$ cat src/rtl/proc_control_pkg.sv
// Shared definitions for the multicycle processor control path: opcodes, ALU codes,
// timestep encodings and instruction field positions.
package proc_pkg;

  localparam int DATA_W    = 16;
  localparam int REG_SEL_W = 3;
  localparam int OP_W      = 4;
  localparam int OP_MSB    = 15;
  localparam int RX_LSB    = 9;
  localparam int RY_LSB    = 6;

  localparam logic [OP_W-1:0] OP_MV  = 4'b0000;
  localparam logic [OP_W-1:0] OP_MVI = 4'b0001;
  localparam logic [OP_W-1:0] OP_ADD = 4'b0010;
  localparam logic [OP_W-1:0] OP_SUB = 4'b0011;
  localparam logic [OP_W-1:0] OP_AND = 4'b0100;
  localparam logic [OP_W-1:0] OP_SLL = 4'b0101;
  localparam logic [OP_W-1:0] OP_SRL = 4'b0110;

  typedef enum logic [2:0] {
    ALU_ADD = 3'b000,
    ALU_SUB = 3'b001,
    ALU_AND = 3'b010,
    ALU_SLL = 3'b011,
    ALU_SRL = 3'b100
  } alu_op_t;

  typedef enum logic [1:0] {
    T0 = 2'b00,
    T1 = 2'b01,
    T2 = 2'b10,
    T3 = 2'b11
  } state_t;

  function automatic logic is_alu(input logic [OP_W-1:0] op);
    case (op)
      OP_ADD, OP_SUB, OP_AND, OP_SLL, OP_SRL: is_alu = 1'b1;
      default:                                is_alu = 1'b0;
    endcase
  endfunction

  function automatic alu_op_t alu_code(input logic [OP_W-1:0] op);
    case (op)
      OP_ADD:  alu_code = ALU_ADD;
      OP_SUB:  alu_code = ALU_SUB;
      OP_AND:  alu_code = ALU_AND;
      OP_SLL:  alu_code = ALU_SLL;
      OP_SRL:  alu_code = ALU_SRL;
      default: alu_code = ALU_ADD;
    endcase
  endfunction

endpackage

$ cat src/rtl/proc_control_reg_dec.sv
// Register-select decoder: turns a binary register index into a one-hot enable vector,
// all zeros when not enabled.
module reg_dec #(
  parameter int SEL_W = 3
) (
  input  logic                  en,
  input  logic [SEL_W-1:0]      sel,
  output logic [2**SEL_W-1:0]   onehot
);

  // One-hot decode gated by enable
  always_comb begin
    onehot = {(2**SEL_W){1'b0}};
    if (en) begin
      onehot[sel] = 1'b1;
    end else begin
      onehot = {(2**SEL_W){1'b0}};
    end
  end

endmodule

$ cat src/rtl/proc_control.sv
// Multicycle control unit: latches an instruction in T0 and sequences register, bus and
// ALU control over T1..T3. Outputs are decoded combinationally from timestep and IR.
module proc_control
  import proc_pkg::*;
#(
  parameter int DATA_W    = proc_pkg::DATA_W,
  parameter int REG_SEL_W = proc_pkg::REG_SEL_W
) (
  input  logic                    clock,
  input  logic                    resetn,
  input  logic                    run,
  input  logic [DATA_W-1:0]       din,
  output logic                    ir_in,
  output logic [2**REG_SEL_W-1:0] r_in,
  output logic [2**REG_SEL_W-1:0] r_out,
  output logic                    a_in,
  output logic                    g_in,
  output logic                    g_out,
  output logic                    din_out,
  output logic [2:0]              alu_op,
  output logic                    busy,
  output logic                    done
);

  localparam int IR_W = OP_MSB - RY_LSB + 1;

  state_t                 state_r, next_state_s;
  logic [IR_W-1:0]        ir_r;
  logic [OP_W-1:0]        op_s;
  logic [REG_SEL_W-1:0]   rx_s, ry_s;
  logic                   rin_en_s, rout_en_s;
  logic [REG_SEL_W-1:0]   rin_sel_s, rout_sel_s;
  logic                   din_unused;

  // Low operand bits of the instruction word carry no meaning
  assign din_unused = ^din[RY_LSB-1:0];

  assign op_s = ir_r[IR_W-1 -: OP_W];
  assign rx_s = ir_r[RX_LSB-RY_LSB +: REG_SEL_W];
  assign ry_s = ir_r[0 +: REG_SEL_W];

  // Timestep register
  always_ff @(posedge clock) begin
    if (!resetn) begin
      state_r <= T0;
    end else begin
      state_r <= next_state_s;
    end
  end

  // Instruction register, loaded only when an instruction is accepted in T0
  always_ff @(posedge clock) begin
    if (!resetn) begin
      ir_r <= {IR_W{1'b0}};
    end else if (state_r == T0 && run) begin
      ir_r <= din[OP_MSB:RY_LSB];
    end else begin
      ir_r <= ir_r;
    end
  end

  // Next-state and control decode; outputs are held low throughout reset
  always_comb begin
    next_state_s = state_r;
    ir_in        = 1'b0;
    rin_en_s     = 1'b0;
    rin_sel_s    = {REG_SEL_W{1'b0}};
    rout_en_s    = 1'b0;
    rout_sel_s   = {REG_SEL_W{1'b0}};
    a_in         = 1'b0;
    g_in         = 1'b0;
    g_out        = 1'b0;
    din_out      = 1'b0;
    alu_op       = 3'b000;
    busy         = 1'b0;
    done         = 1'b0;
    if (!resetn) begin
      next_state_s = T0;
    end else begin
      busy = (state_r != T0);
      case (state_r)
        T0: begin
          ir_in = run;
          if (run) begin
            next_state_s = T1;
          end else begin
            next_state_s = T0;
          end
        end
        T1: begin
          if (is_alu(op_s)) begin
            rout_en_s    = 1'b1;
            rout_sel_s   = rx_s;
            a_in         = 1'b1;
            alu_op       = alu_code(op_s);
            next_state_s = T2;
          end else if (op_s == OP_MV) begin
            rout_en_s    = 1'b1;
            rout_sel_s   = ry_s;
            rin_en_s     = 1'b1;
            rin_sel_s    = rx_s;
            done         = 1'b1;
            next_state_s = T0;
          end else if (op_s == OP_MVI) begin
            din_out      = 1'b1;
            rin_en_s     = 1'b1;
            rin_sel_s    = rx_s;
            done         = 1'b1;
            next_state_s = T0;
          end else begin
            done         = 1'b1;
            next_state_s = T0;
          end
        end
        T2: begin
          rout_en_s    = 1'b1;
          rout_sel_s   = ry_s;
          g_in         = 1'b1;
          alu_op       = alu_code(op_s);
          next_state_s = T3;
        end
        T3: begin
          g_out        = 1'b1;
          rin_en_s     = 1'b1;
          rin_sel_s    = rx_s;
          alu_op       = alu_code(op_s);
          done         = 1'b1;
          next_state_s = T0;
        end
        default: begin
          next_state_s = T0;
        end
      endcase
    end
  end

  reg_dec #(.SEL_W(REG_SEL_W)) u_rin_dec (
    .en     (rin_en_s),
    .sel    (rin_sel_s),
    .onehot (r_in)
  );

  reg_dec #(.SEL_W(REG_SEL_W)) u_rout_dec (
    .en     (rout_en_s),
    .sel    (rout_sel_s),
    .onehot (r_out)
  );

endmodule

$ cat config.mk
export PLATFORM = sky130hd
export DESIGN_NAME = proc_control
export DESIGN_NICKNAME = d
export VERILOG_FILES = /design/src/rtl/proc_control_pkg.sv /design/src/rtl/proc_control_reg_dec.sv /design/src/rtl/proc_control.sv
export SDC_FILE = /design/constraint.sdc
export NUM_CORES = 1
export LEC_CHECK = 0
export ABC_AREA = 1
export BUFFER_PORTS_ARGS = -buffer_cell sky130_fd_sc_hd__buf_2
export CAP_MARGIN = 15
export CORE_UTILIZATION = 44
export DETAILED_ROUTE_END_ITERATION = 12
export PLACE_DENSITY_LB_ADDON = 0.3
export SYNTH_ARGS = -nofsm -noshare
export SYNTH_HDL_FRONTEND = slang
export SYNTH_SLANG_ARGS = --single-unit
$ cat constraint.sdc
create_clock -name clock -period 1.6 [get_ports clock]
set_input_delay 0.16 -clock clock [delete_from_list [all_inputs] [get_ports clock]]
set_output_delay 0.16 -clock clock [all_outputs]
set_load 0.05 [all_outputs]
==> flow_summary_export.csv, run 1 <==
group,metric,value,unit
status,status,"did not finish",
status,stop_stage,"clock tree synthesis",
status,toolErrorMsg,"[ERROR DPL-0033] detailed placement checks failed during check placement.",
logic_synthesis,syn_inst,136,
cts,cts_max_path_buffers,2,
logic_synthesis,yosysTopAreaCell,"dfxtp_1",
logic_synthesis,yosys-top-cells-count,"27 x nor2_1, 22 x nand2_1, 18 x inv_1",
logic_synthesis,synth.most_common_cell,"nor2_1",
logic_synthesis,ys_seq_area_share,27.7,%
logic_synthesis,ys_types,22,
logic_synthesis,avgSynthCellArea,6.38,sq um
cts,clock_sinks,12,
placed_design,place_hpwl,2120,um
logic_synthesis,yosysWarnings,0,
die,start_util,48.7,%
die,dieWidth,46.4,um
logic_synthesis,syn_area,868,sq um
logic_synthesis,ys_seq_elements,12,
logic_synthesis,synth-main-ff-cell,"dfxtp_1",
logic_synthesis,synthArstFlopShare,0,%
die,fp.dieH,46.4,um
cts,cts_resized,96,
logic_synthesis,synth_area_leaders,"dfxtp_1 28%, nor2_1 12%, nand2_1 9.5%",
placed_design,gp_congestion,0.842,
cts,cts_root_buffer,"clkbuf_4",
cts,ctsHoldBuffers,0,
logic_synthesis,synth_top_area_share,27.7,%
cts,cts_setup_buffers,0,
placed_design,pre_cts_ws,-0.145,ns
placed_design,port_buffers,38,
cts,cts_max_level,1,
logic_synthesis,syn_nets,159,
cts,numCtsBuffers,3,
die,rows,15,
logic_synthesis,synth-edff-count,0,
placed_design,placed_area,1410,sq um
die,io_pins,45,
==> kinds of logic after synthesis <==
logic type | synth area share, %
adders and majority gates | 5.76
DFF | 27.7
AOI/OAI and AO/OA | 17.0
buffers and inverters | 10.4
and+or+nand+nor | 39.2
==> stage by stage <==
step / cells / hold slack (ns)
floorplan: 136 / 0.291
global placement: 211 / 0.408
detailed placement: 211 / 0.414
==> run 2: changes to the inputs <==
--- a/config.mk
+++ b/config.mk
@@ -8,9 +8,10 @@
 export ABC_AREA = 1
 export BUFFER_PORTS_ARGS = -buffer_cell sky130_fd_sc_hd__buf_2
 export CAP_MARGIN = 15
-export CORE_UTILIZATION = 44
+export CORE_AREA = 2 2 63 65
 export DETAILED_ROUTE_END_ITERATION = 12
-export PLACE_DENSITY_LB_ADDON = 0.3
+export DIE_AREA = 0 0 65 67
+export PLACE_DENSITY_LB_ADDON = 0.15
 export SYNTH_ARGS = -nofsm -noshare
 export SYNTH_HDL_FRONTEND = slang
 export SYNTH_SLANG_ARGS = --single-unit
==> flow_summary_export.csv, run 2 <==
group,metric,value,unit
status,status,"complete, but fails checks",
status,violations,"negative setup slack",
worst_setup_path,critPathKind,"reg2out",
routing,wl_per_cell,12.0,um
hold_path,min_to,"ir_r[1]$_SDFFE_PN0P_",
cts,cts_tree,"done",
logic_synthesis,ys_types,22,
worst_setup_path,rrSetupSlack,0.31,ns
worst_setup_path,critPathMaxStageDelay,0.35,ns
pwr,cellLeakagePower,0.790,nW
timing,fin_crit,1.80,ns
grt,grt_util_all_layers,14.5,%
die,fp.dieH,67,um
cts,cts_max_path_buffers,2,
layout,final_cell_mix,"24 x buf_6, 20 x nor2_4, 17 x buf_4",
logic_synthesis,ys_seq_area_share,27.7,%
layout,layout_commonest_cell,"buf_6",
pwr,netSwitchingFraction,37.7,%
logic_synthesis,yosys-top-cells-count,"27 x nor2_1, 22 x nand2_1, 18 x inv_1",
timing,finalSetupViolations,19,
pwr,power_switching,0.000455,W
logic_synthesis,synth.most_common_cell,"nor2_1",
routing,detail-route-antenna-nets,0,
logic_synthesis,avgSynthCellArea,6.38,sq um
placed_design,port_buffers,38,
cts,cts_max_level,1,
routing,drc,0,
hold_path,hold_path_class,"in2reg",
worst_setup_path,crit_family,"buffers and inverters",
routing,drt-initial-drc-count,14,
cts,clk_latency,0.25,ns
logic_synthesis,ys_seq_elements,12,
hold_path,whs_path_depth,3,
timing,setup_ws,-0.197,ns
worst_setup_path,worstSetupEndpointType,"output port",
worst_setup_path,cp_max_fo,4,
grt,grt_pass1_vias,1086,
logic_synthesis,synth_area_leaders,"dfxtp_1 28%, nor2_1 12%, nand2_1 9.5%",
pwr,pwr-share-clk,28.4,%
die,start_util,24.1,%
pwr,powerDensity,608,nW/um^2
logic_synthesis,synth-edff-count,0,
worst_setup_path,cp-start-kind,"flip-flop",
pwr,p_int,0.000752,W
worst_setup_path,critPathArrivalTime,1.64,ns
grt,grt.overflow.total,0,
die,dieWidth,65,um
timing,clock-skew-final,0.00586,ns
timing,max_freq,0.556,GHz
timing,maxSlewViolCount,0,
pwr,combPwrFrac,40.6,%
worst_setup_path,r2r_end,"ir_r[3]$_SDFFE_PN0P_",
pwr,power_frac_seq,30.9,%
worst_setup_path,reg2reg_from,"state_r[0]$_SDFF_PN0_",
timing,period_share,112,%
logic_synthesis,syn_inst,136,
grt,antenna_found_initial,0,
timing,worst_pin_slew,0.326,ns
logic_synthesis,yosysWarnings,0,
routing,vias_per_cell,4.34,
die,coreArea,3610,sq um
grt,grt_max_degree,16,
pwr,power,0.00121,W
logic_synthesis,synthArstFlopShare,0,%
worst_setup_path,r2r_cells,6,
die,io_pins,45,
cts,numCtsBuffers,3,
layout,multi_input_area,948,sq um
timing,hold_violations,0,
cts,cts.clk_slew.worst_paths,0.05,ns
layout,nNetsFinal,223,
layout,final_core_util,55.0,%
logic_synthesis,yosysTopAreaCell,"dfxtp_1",
layout,antenna_cells,0,
worst_setup_path,crit_chain,"buf_6, ha_4, inv_2, nand2_4, nand2_2, buf_4, nand4_1, nor2_4, buf_8",
logic_synthesis,syn_nets,159,
layout,syn_to_final_growth,129,%
worst_setup_path,cp.buffers_inverters,4,
worst_setup_path,cp_num_cells,9,
logic_synthesis,synth_top_area_share,27.7,%
cts,clock_sinks,12,
placed_design,gp_congestion,0.744,
pwr,irDropWorstVdd,0.000406,V
routing,drt_pass1_iterations,4,
layout,fillers,339,
worst_setup_path,crit_required,1.44,ns
die,rows,22,
routing,vias,1072,
cts,cts_root_buffer,"clkbuf_8",
layout,final_layout_size_suffix_gt1_share,72.9,%
timing,rsz0062_at_grt,"true",
routing,drt-total-wl,2950,um
run,cap_violations,0,
layout,largest_reg_flops,10,
layout,regMostFlops,"ir_r",
logic_synthesis,syn_area,868,sq um
placed_design,place_hpwl,2160,um
hold_path,worstHoldStart,"din[7]",
logic_synthesis,synth-main-ff-cell,"dfxtp_1",
grt,grt_pass1_wl,4790,um
timing,max_slew_margin,78.3,%
layout,area.sequential,251,sq um
worst_setup_path,crit_slowest_cell,"dfxtp_4",
die,die-area,4360,sq um
layout,top_regs,"ir_r (10), state_r (1)",
-- run 2: what timing repair did --
action	in CTS	in global routing
hold buffers	0	0
pin swaps	30	7
setup buffers	3	3
cloned	0	0
resized for setup	97	20
setup endpoints to repair	22	24
-- run 2: routing by layer --
metal	global-route usage, %	vias to the layer above	part of all wire (%)
met4	4.79	0	1.2
met1	16.0	482	41
met5	0	-	0
met2	27.4	25	54
li1	-	560	-
met3	3.04	5	3.5
-- run 2: worst max-delay path by stage --
stage                                     start         to  slack, ns
after global placement    state_r[0]$_SDFF_PN0_   r_out[4]      -0.09
final                                 flip-flop   r_out[0]      -0.20
after detailed placement  state_r[0]$_SDFF_PN0_   r_out[4]       -0.1
after CTS                  ir_r[8]$_SDFFE_PN0P_    r_in[7]      -0.20
after floorplan           state_r[0]$_SDFF_PN0_  alu_op[0]      -0.14
after global routing                  flip-flop   r_out[2]      -0.27
-- run 2: through the flow --
| stage | TNS (ns) | worst slack, ns | hold slack [ns] | cells | area [sq um] |
|---|---|---|---|---|---|
| detailed placement | -0.768 | -0.0987 | 0.426 | 238 | 1480 |
| finish | -2.99 | -0.197 | 0.171 | 247 | 1980 |
| global placement | -0.571 | -0.0878 | 0.414 | 238 | 1480 |
| CTS | -3.25 | -0.203 | 0.168 | 245 | 1910 |
| global route | -4.69 | -0.271 | 0.205 | 247 | 1980 |
| floorplan | -0.749 | -0.135 | 0.291 | 136 | 1090 |
-- run 2: power by group through the flow --
stage	combinational, W	sequential, W	clock (W)
floorplan	0.000257	0.000366	0
global placement	0.000373	0.000372	0
detailed placement	0.000378	0.000374	0
CTS	0.000463	0.000375	0.000355
global route	0.000531	0.000380	0.000363
finish	0.000491	0.000374	0.000343
-- run 2: kinds of logic (layout without fill, tap and decap cells) --
| kind of cell | after synthesis | after routing | share of synthesized area (%) |
|---|---|---|---|
| AO/OA/AOI/OAI | 24 | 24 | 17.0 |
| adder cells (fa/ha/maj) | 4 | 4 | 5.76 |
| buffers and inverters | 24 | 87 | 10.4 |
| flip-flops | 12 | 12 | 27.7 |
| AND/OR/NAND/NOR | 72 | 72 | 39.2 |
-- run 2: cell type report --
| class | instances | share of cell area [%] |
|---|---|---|
| repair buffers | 62 | 29.4 |
| flip-flops and latches | 12 | 12.7 |
| well taps | 48 | 3.03 |
| multi-input cells | 100 | 47.8 |
| inverters | 21 | 4.35 |
| clock buffers | 4 | 2.77 |
-- run 2: tightest hold or removal path, stage by stage --
cell and delay, ns:
buf_2 0.07, o21ai_0 0.07, nor2_1 0.08
No activity file was read; power rests on OpenSTA's default activity.
